--- config.mk ---
export PLATFORM = sky130hd
export DESIGN_NAME = illm_stream_fire_ctrl_flat
export DESIGN_NICKNAME = d
export VERILOG_FILES = /design/src/rtl/illm_stream_fire_ctrl_if.sv /design/src/rtl/illm_stream_fire_ctrl.sv /design/src/flat_wrapper.sv
export SDC_FILE = /design/constraint.sdc
export NUM_CORES = 1
export LEC_CHECK = 0
export ABC_AREA = 1
export BUFFER_PORTS_ARGS = -buffer_cell sky130_fd_sc_hd__buf_2
export CAP_MARGIN = 20
export CELL_PAD_IN_SITES_DETAIL_PLACEMENT = 0
export CELL_PAD_IN_SITES_GLOBAL_PLACEMENT = 2
export CORE_UTILIZATION = 19
export DETAILED_ROUTE_END_ITERATION = 12
export PLACE_DENSITY_LB_ADDON = 0.1
export SETUP_SLACK_MARGIN = 0.4
export SYNTH_ARGS = -nofsm -noshare
export SYNTH_HDL_FRONTEND = slang
export SYNTH_SLANG_ARGS = --single-unit
--- constraint.sdc ---
create_clock -name clock -period 3.95 [get_ports clock]
set_input_delay 0.5925 -clock clock [delete_from_list [all_inputs] [get_ports clock]]
set_output_delay 0.5925 -clock clock [all_outputs]
set_load 0.005 [all_outputs]
--- src/rtl/illm_stream_fire_ctrl_if.sv ---
// Lane bundle for one side of the IDCT page: N valid bits, N end-of-stream flags
// and N back-pressure bits travelling against the data.
interface illm_stream_fire_ctrl_if #(
    parameter int N = 8
) ();
    logic [N-1:0] v;
    logic [N-1:0] e;
    logic [N-1:0] b;

    // The producer drives valid/eos; the consumer answers with back-pressure.
    modport master (output v, output e, input b);
    modport slave  (input v, input e, output b);
endinterface

--- src/rtl/illm_stream_fire_ctrl.sv ---
// Firing controller for an N-in/N-out streaming IDCT page: joins the input lanes,
// tracks the LAT-deep datapath, and closes the stream with one EOS token per lane.
module illm_stream_fire_ctrl #(
    parameter int N   = 8,
    parameter int LAT = 3
) (
    input  logic                 clock,
    input  logic                 reset,
    illm_stream_fire_ctrl_if.slave  a,
    illm_stream_fire_ctrl_if.master b,
    output logic                 fire,
    output logic                 dp_en,
    output logic [1:0]           statecase,
    output logic                 err
);

    typedef enum logic [1:0] {
        ST_RUN   = 2'd0,
        ST_DRAIN = 2'd1,
        ST_EOS   = 2'd2,
        ST_DONE  = 2'd3
    } state_t;

    state_t           state;
    state_t           state_nxt;
    logic [LAT-1:0]   vld;
    logic [LAT-1:0]   vld_nxt;
    logic             stall;
    logic             all_data;
    logic             all_eos;
    logic             mixed_eos;
    logic             eos_take;
    logic             err_set;
    logic [N-1:0]     a_b_int;
    logic [N-1:0]     b_v_int;
    logic [N-1:0]     b_e_int;

    assign all_data  = (&a.v) & ~(|a.e);
    assign all_eos   = (&a.v) & (&a.e);
    assign mixed_eos = (&a.v) & (|a.e) & ~(&a.e);

    // A bubble at the output never stalls; only a held beat meets back-pressure.
    assign stall = vld[LAT-1] & (|b.b);

    generate
        if (LAT == 1) begin : g_vld_one
            assign vld_nxt = fire;
        end else begin : g_vld_many
            assign vld_nxt = {vld[LAT-2:0], fire};
        end
    endgenerate

    always_ff @(posedge clock or negedge reset) begin
        if (!reset) begin
            state <= ST_RUN;
            vld   <= '0;
            err   <= 1'b0;
        end else begin
            state <= state_nxt;
            if (dp_en) begin
                vld <= vld_nxt;
            end
            if (err_set) begin
                err <= 1'b1;
            end
        end
    end

    // All lanes are consumed together or not at all, so the join stays lockstep.
    always_comb begin
        state_nxt = state;
        fire      = 1'b0;
        eos_take  = 1'b0;
        err_set   = 1'b0;
        dp_en     = ~stall;
        b_v_int   = {N{vld[LAT-1]}};
        b_e_int   = '0;
        case (state)
            ST_RUN: begin
                fire     = all_data & ~stall;
                eos_take = all_eos & ~stall;
                err_set  = mixed_eos;
                if (eos_take) begin
                    state_nxt = ST_DRAIN;
                end
            end
            ST_DRAIN: begin
                if (vld == '0) begin
                    state_nxt = ST_EOS;
                end
            end
            ST_EOS: begin
                dp_en   = 1'b0;
                b_v_int = '1;
                b_e_int = '1;
                if (~(|b.b)) begin
                    state_nxt = ST_DONE;
                end
            end
            ST_DONE: begin
                b_v_int = '0;
            end
            default: begin
                state_nxt = ST_RUN;
            end
        endcase
        a_b_int = ~{N{fire | eos_take}};
    end

    assign a.b       = a_b_int;
    assign b.v       = b_v_int;
    assign b.e       = b_e_int;
    assign statecase = state;

    a_fire_needs_all_valid : assert property (@(posedge clock) disable iff (!reset)
        fire |-> (&a.v));
    a_no_fire_when_stalled : assert property (@(posedge clock) disable iff (!reset)
        stall |-> !fire);
    a_eos_holds_pipe : assert property (@(posedge clock) disable iff (!reset)
        (state == ST_EOS) |-> !dp_en);

endmodule
--- src/flat_wrapper.sv ---
// flat-port wrapper written by rule: the top's interface ports become plain ports
module illm_stream_fire_ctrl_flat 
#(
    parameter int N   = 8,
    parameter int LAT = 3
)
  (clock, reset, fire, dp_en, statecase, err, a_v, a_e, a_b, b_v, b_e, b_b);
  illm_stream_fire_ctrl_if #(.N(N)) a_i ();
  illm_stream_fire_ctrl_if #(.N(N)) b_i ();
  input  logic clock;
  input  logic reset;
  output logic fire;
  output logic dp_en;
  output logic [1:0] statecase;
  output logic err;
  input wire logic [$bits(a_i.v)-1:0] a_v;
  input wire logic [$bits(a_i.e)-1:0] a_e;
  output wire logic [$bits(a_i.b)-1:0] a_b;
  output wire logic [$bits(b_i.v)-1:0] b_v;
  output wire logic [$bits(b_i.e)-1:0] b_e;
  input wire logic [$bits(b_i.b)-1:0] b_b;
  assign a_i.v = a_v;
  assign a_i.e = a_e;
  assign a_b = a_i.b;
  assign b_v = b_i.v;
  assign b_e = b_i.e;
  assign b_i.b = b_b;
  illm_stream_fire_ctrl #(.N(N), .LAT(LAT)) u_core (.clock(clock), .reset(reset), .a(a_i), .b(b_i), .fire(fire), .dp_en(dp_en), .statecase(statecase), .err(err));
endmodule
Word level (Yosys, flattened, before mapping)

Cells that the tools add are included.

ROM bits: 0
Memories: 0
Memory bits (writable): 0
Word-level logic and storage cells: 39
Latch bits: 0
Register bits: 6

Reductions and logical operators: 8
Shifts and indexed selects: 0
Div/mod/pow operators: 0
Bitwise gates (word level): 12
Multiply operators: 0
Eq/ne operators: 6
Order comparisons: 0
Multiplexer cells: 10
$add $sub $neg: 0

Operators by type and width:

| kind                                                                   | count |
|---|---|
| 8-bit one-hot mux with 2 select lines                                  | 1 |
| 8-bit AND reduction                                                    | 2 |
| 8-bit OR reduction                                                     | 2 |
| 8-bit two-way mux                                                      | 1 |
| 8-bit inverter                                                         | 1 |
| 1-bit AND                                                              | 7 |
| 2-bit two-way mux                                                      | 3 |
| 2-bit one-hot mux with 3 select lines                                  | 1 |
| 2-bit equality test (second input constant)                            | 2 |
| 1-bit two-way mux                                                      | 4 |
| 2-bit by 1-bit != test with 1-bit output (second input constant)       | 2 |
| 4-bit AND reduction                                                    | 1 |
| 3-bit zero test                                                        | 1 |
| 1-bit inverter                                                         | 3 |
| 3-bit nonzero test                                                     | 1 |
| 2-bit by 1-bit equality test with 1-bit output (second input constant) | 1 |
| 2-bit zero test                                                        | 1 |
| 2-bit != test (second input constant)                                  | 1 |
| 1-bit OR                                                               | 1 |

Depth between registers and ports, before layout

Word-level depth: 7
Depth in mapped cells: 9
Mapped depth without buffers: 9

Least setup slack after synthesis

No wires, ideal clock.

Path kind: input-to-output
Start point: input a_e[7]
End point: output a_b[1]
Arrival: 1.384 ns
Path buffers: 1
Setup slack: 1.973 ns
Cell stages on the path: 6
Required time: 3.357 ns
Path through: nor2_1 -> nand2_1 -> nor2_1 -> a21oi_1 -> nand3b_1 -> buf_4

Word-level cells in the longest chain between the ends: 7

Ends and longest elaborated chain:

| element            | RTL line                     | source |
|---|---|---|
| from (decl)        | flat_wrapper.sv:17           | `input wire logic [$bits(a_i.e)-1:0] a_e;` |
| 8-bit OR reduction | illm_stream_fire_ctrl.sv:38  | `assign all_data = (&a.v) & ~(\|a.e);` |
| 1-bit inverter     | illm_stream_fire_ctrl.sv:38  |  |
| 1-bit AND          | illm_stream_fire_ctrl.sv:38  |  |
| 1-bit AND          | illm_stream_fire_ctrl.sv:80  | `fire = all_data & ~stall;` |
| 1-bit two-way mux  | illm_stream_fire_ctrl.sv:78  | `case (state)` |
| 1-bit OR *         | illm_stream_fire_ctrl.sv:107 | `a_b_int = ~{N{fire \| eos_take}};` |
| 8-bit inverter *   | illm_stream_fire_ctrl.sv:107 |  |
| to (decl)          | flat_wrapper.sv:18           | `output wire logic [$bits(a_i.b)-1:0] a_b;` |

Every way passes the cells marked *; elsewhere a longest branch is shown, timed or not.

Worst setup path after layout

Start point: register u_core.state[1] (netlist: u_core.statecase[1])
End point: output a_b[6]

Word-level cells in the longest chain between the ends: 4

Ends and longest elaborated chain:

| element                | RTL line                     | source |
|---|---|---|
| from (decl)            | illm_stream_fire_ctrl.sv:24  | `state_t state;` |
| from (signal assigned) | illm_stream_fire_ctrl.sv:59  | `state <= state_nxt;` |
| 2-bit zero test *      | illm_stream_fire_ctrl.sv:78  |  |
| 1-bit two-way mux      | illm_stream_fire_ctrl.sv:78  |  |
| 1-bit OR *             | illm_stream_fire_ctrl.sv:107 |  |
| 8-bit inverter *       | illm_stream_fire_ctrl.sv:107 |  |

Marks and branches as above.

==> qor.log <==
[sta] unrepaired setup endpoints after global routing false
[yosys] Synth Instances 100
[clock_tree] clock tree from TritonCTS done
[clock_tree] clock-pin slew on the worst setup and hold paths 50 ps
[power_and_ir_drop] power density over cell area 529 nW/um^2
[die] Die H 62.6 microns
[sta] transition time of the tightest slew-check pin 638 ps
[setup_path] largest fanout on the critical path 8
[setup_path] Max stage delay on crit path 420 ps
[hold_path] worst hold-check path type input pin to async pin
[route] number of vias in the routed layout 681
[sta] worst clock skew on the final layout 6.01 ps
[die] core area 3420 sq um
[yosys] post-synth top area share 22.6%
[route] first-pass detailed-route iteration total 2
[yosys] synth cell count leaders 21 x sky130_fd_sc_hd__buf_4, 20 x sky130_fd_sc_hd__nand2_1, 16 x sky130_fd_sc_hd__nor2_1, 8 x sky130_fd_sc_hd__inv_1, 6 x sky130_fd_sc_hd__dfrtp_1
[clock_tree] CTS root buffer sky130_fd_sc_hd__clkbuf_4
[placed_design] HPWL after detailed placement 1.30 mm
[setup_path] arrival time at the worst endpoint 1630 ps
[final_layout] fraction of layout cells with a size suffix above 1 51.5%
[die] initial core utilization 20.4%
[placed_design] pre-CTS WS 1820 ps
[sta] Max Slew Vio Count 0
[route] total detailed-routing wirelength 1.48 mm
[die] io pins 55
[global_route] total congestion overflow 0
[yosys] share of flip-flops with an asynchronous set or reset after synthesis 100%
[placed_design] GPL Wtd Cong 0.660
[die] x dimension of the die 62.6 microns
[power_and_ir_drop] Max VDD drop 166 uV
[setup_path] CP cell instances inv_1, ha_1, inv_1, nor2_1, nand3b_1, buf_2
[yosys] combined area of all synthesized cells 698 sq um
[placed_design] Port Buffer Count 54
[yosys] number of nets in the synthesized netlist 131
[setup_path] critical-path cell with the highest stage delay sky130_fd_sc_hd__dfrtp_1
[status] run status completed
[yosys] Yosys top cell by area sky130_fd_sc_hd__buf_4
[final_layout] Filler Cell Count 401
[global_route] met1 track demand over resource 9.14%
[sta] count of endpoints failing hold in the final timing report 0
[final_layout] area grow syn2layout 27.6%
[setup_path] required time of the worst setup path 3360 ps
[sta] worst hold-check slack 170 ps
[clock_tree] hold-fix buffers at CTS 0
[global_route] global-route wire length before repair 2.50 mm
[yosys] largest cells by area after synthesis sky130_fd_sc_hd__buf_4 23%, sky130_fd_sc_hd__dfrtp_1 22%, sky130_fd_sc_hd__nand2_1 11%
[clock_tree] CTS Buf Count 3
[clock_tree] count of buffers added by post-CTS timing repair for setup 0
[global_route] global routing usage summed across all routing layers 7.86%
[setup_path] type of the worst setup path register to primary output
[global_route] most used routing layer in global routing met2
[sta] minimum period implied by the final worst setup slack 2220 ps
[yosys] dominant synthesized flop cell sky130_fd_sc_hd__dfrtp_1
[setup_path] kind of start point of the critical path register
[power_and_ir_drop] leakage power figure 0.000500 uW
[yosys] average cell area after synthesis 6.98 sq um
[power_and_ir_drop] overall power of the completed layout 471 uW
[sta] total negative setup slack 0 ps
[yosys] Seq/Total Area, Yosys 21.5%
[sta] worst rel slew slack 57.0%
[setup_path] Worst Path Buf+Inv 3
[setup_path] family with the most delay on the worst path flip-flops
[final_layout] utilization of the core after routing 26.1%
[clock_tree] clock network latency to the later pin of the worst-skew pair 240 ps
[yosys] post-synthesis register bit count 6
[global_route] routing usage on met3 2.55%
[setup_path] CP Capture Type primary output
[yosys] count of distinct cell types in the synthesized netlist 18
[job] number of maximum-capacitance constraint violations 0
[route] post-DR vias/cell 3.74
[route] average routed wire per standard cell 8.12 microns
[final_layout] fin nets 169
[yosys] library cell with the highest instance count after synthesis sky130_fd_sc_hd__buf_4
[clock_tree] CTS H-tree depth 1
[route] violation count after the first detailed-routing iteration 4
[sta] share of the clock period used by the worst path after layout 56.1%
[die] Rows 21
[sta] Finish-stage setup viols 0
[clock_tree] quantity of gates resized following cts 0
[global_route] number of global-route vias before repair 617
[sta] final setup slack of the worst path 1730 ps
[global_route] number of antenna violations at the first check in global routing 0
[yosys] count of warnings emitted by yosys 0
[sta] peak clock frequency supported by timing 0.451 GHz
[yosys] number of enable flip-flop cells after synthesis 0
[final_layout] antenna fix cells 0
[die] die outline area 3920 sq um
[route] Post-route DRC 0
[global_route] met2 Track Usage GR 13.9%
[route] Routed Antenna Nets 0
[clock_tree] number of sinks handled by clock tree synthesis 6
[setup_path] CP dominant cell by count sky130_fd_sc_hd__inv_1
[global_route] pin count of the biggest net entering global routing 13
[clock_tree] Clock Tree Buf Depth 2
[final timing paths]
| check | startpoint | endpoint | slack, ps | cells after the start |
|---|---|---|---|---|
| max | u_core.statecase[1]$_DFFE_PN0P_ | a_b[6] | 1730 | 6 |
| min reg2reg | u_core.err$_DFFE_PN0P_ | u_core.err$_DFFE_PN0P_ | 450 | 1 |
| max reg2reg | u_core.statecase[0]$_DFFE_PN0P_ | u_core.statecase[0]$_DFFE_PN0P_ | 2320 | 7 |
| min in group clock | u_core.err$_DFFE_PN0P_ | u_core.err$_DFFE_PN0P_ | 450 | 1 |
| max in group asynchronous | reset | u_core.statecase[0]$_DFFE_PN0P_ | 3620 | 1 |
| min | reset | u_core.vld[1]$_DFFE_PN0P_ | 170 | 1 |
[per-layer routing]
layer  share of wire, %  wire [microns]
met2                 45             665
met5                  0               0
met1                 46             677
met4                  0               0
met3                9.1             134
[cell usage in the layout (no fill, tap or decap)]
| cell | count |
|---|---|
| sky130_fd_sc_hd__nand2_1 | 20 |
| sky130_fd_sc_hd__nand2_2 | 5 |
| sky130_fd_sc_hd__o21ai_0 | 1 |
| sky130_fd_sc_hd__dfrtp_1 | 6 |
| sky130_fd_sc_hd__nor2_2 | 3 |
| sky130_fd_sc_hd__nand3_1 | 3 |
| sky130_fd_sc_hd__nor2_8 | 1 |
| sky130_fd_sc_hd__clkbuf_4 | 3 |
| sky130_fd_sc_hd__a21oi_1 | 2 |
| sky130_fd_sc_hd__o21ai_2 | 1 |
| sky130_fd_sc_hd__buf_2 | 54 |
| sky130_fd_sc_hd__o21ai_4 | 1 |
| sky130_fd_sc_hd__ha_1 | 5 |
| sky130_fd_sc_hd__o21ai_1 | 3 |
| sky130_fd_sc_hd__inv_2 | 2 |
| sky130_fd_sc_hd__nor2_1 | 16 |
| sky130_fd_sc_hd__nand3b_1 | 1 |
| sky130_fd_sc_hd__inv_1 | 8 |
| sky130_fd_sc_hd__a21o_1 | 1 |
[cell families (layout without fill, tap and decap cells)]
logic type,after synthesis,in the layout,share of synthesized area [%]
and+or+nand+nor,49,49,32.6
DFF,6,6,21.5
AOI/OAI and AO/OA,9,9,8.96
buffers and inverters,31,67,28.0
adders and majority gates,5,5,8.96
[sequential cells by signal (all words and copies together), names as in the netlist]
register,count
u_core.statecase,2
u_core.err,1
u_core.vld,3
[power by group]
| group | internal, uW | switching, uW | leakage [uW] |
|---|---|---|---|
| registers | 78.7 | 24.2 | 0.0000752 |
| clock network | 34.3 | 21.3 | 0.0000138 |
| logic | 140 | 172 | 0.000411 |
[per-stage QoR]
stage | std cells | area [sq um]
2_1_floorplan | 100 | 698
3_3_place_gp | 179 | 868
3_5_place_dp | 179 | 868
4_1_cts | 182 | 891
5_1_grt | 182 | 891
6_report | 182 | 891
[final cells by class]
class / instances / area (sq um) / area share [%]
multi-input combinational: 63 / 353 / 39.6
sequential: 6 / 150 / 16.9
timing repair buffer: 54 / 270 / 30.3
inverter: 10 / 37.5 / 4.21
clock buffer: 3 / 22.5 / 2.53
tap: 46 / 57.6 / 6.46
Note: power is estimated with default switching activity, not from simulation.
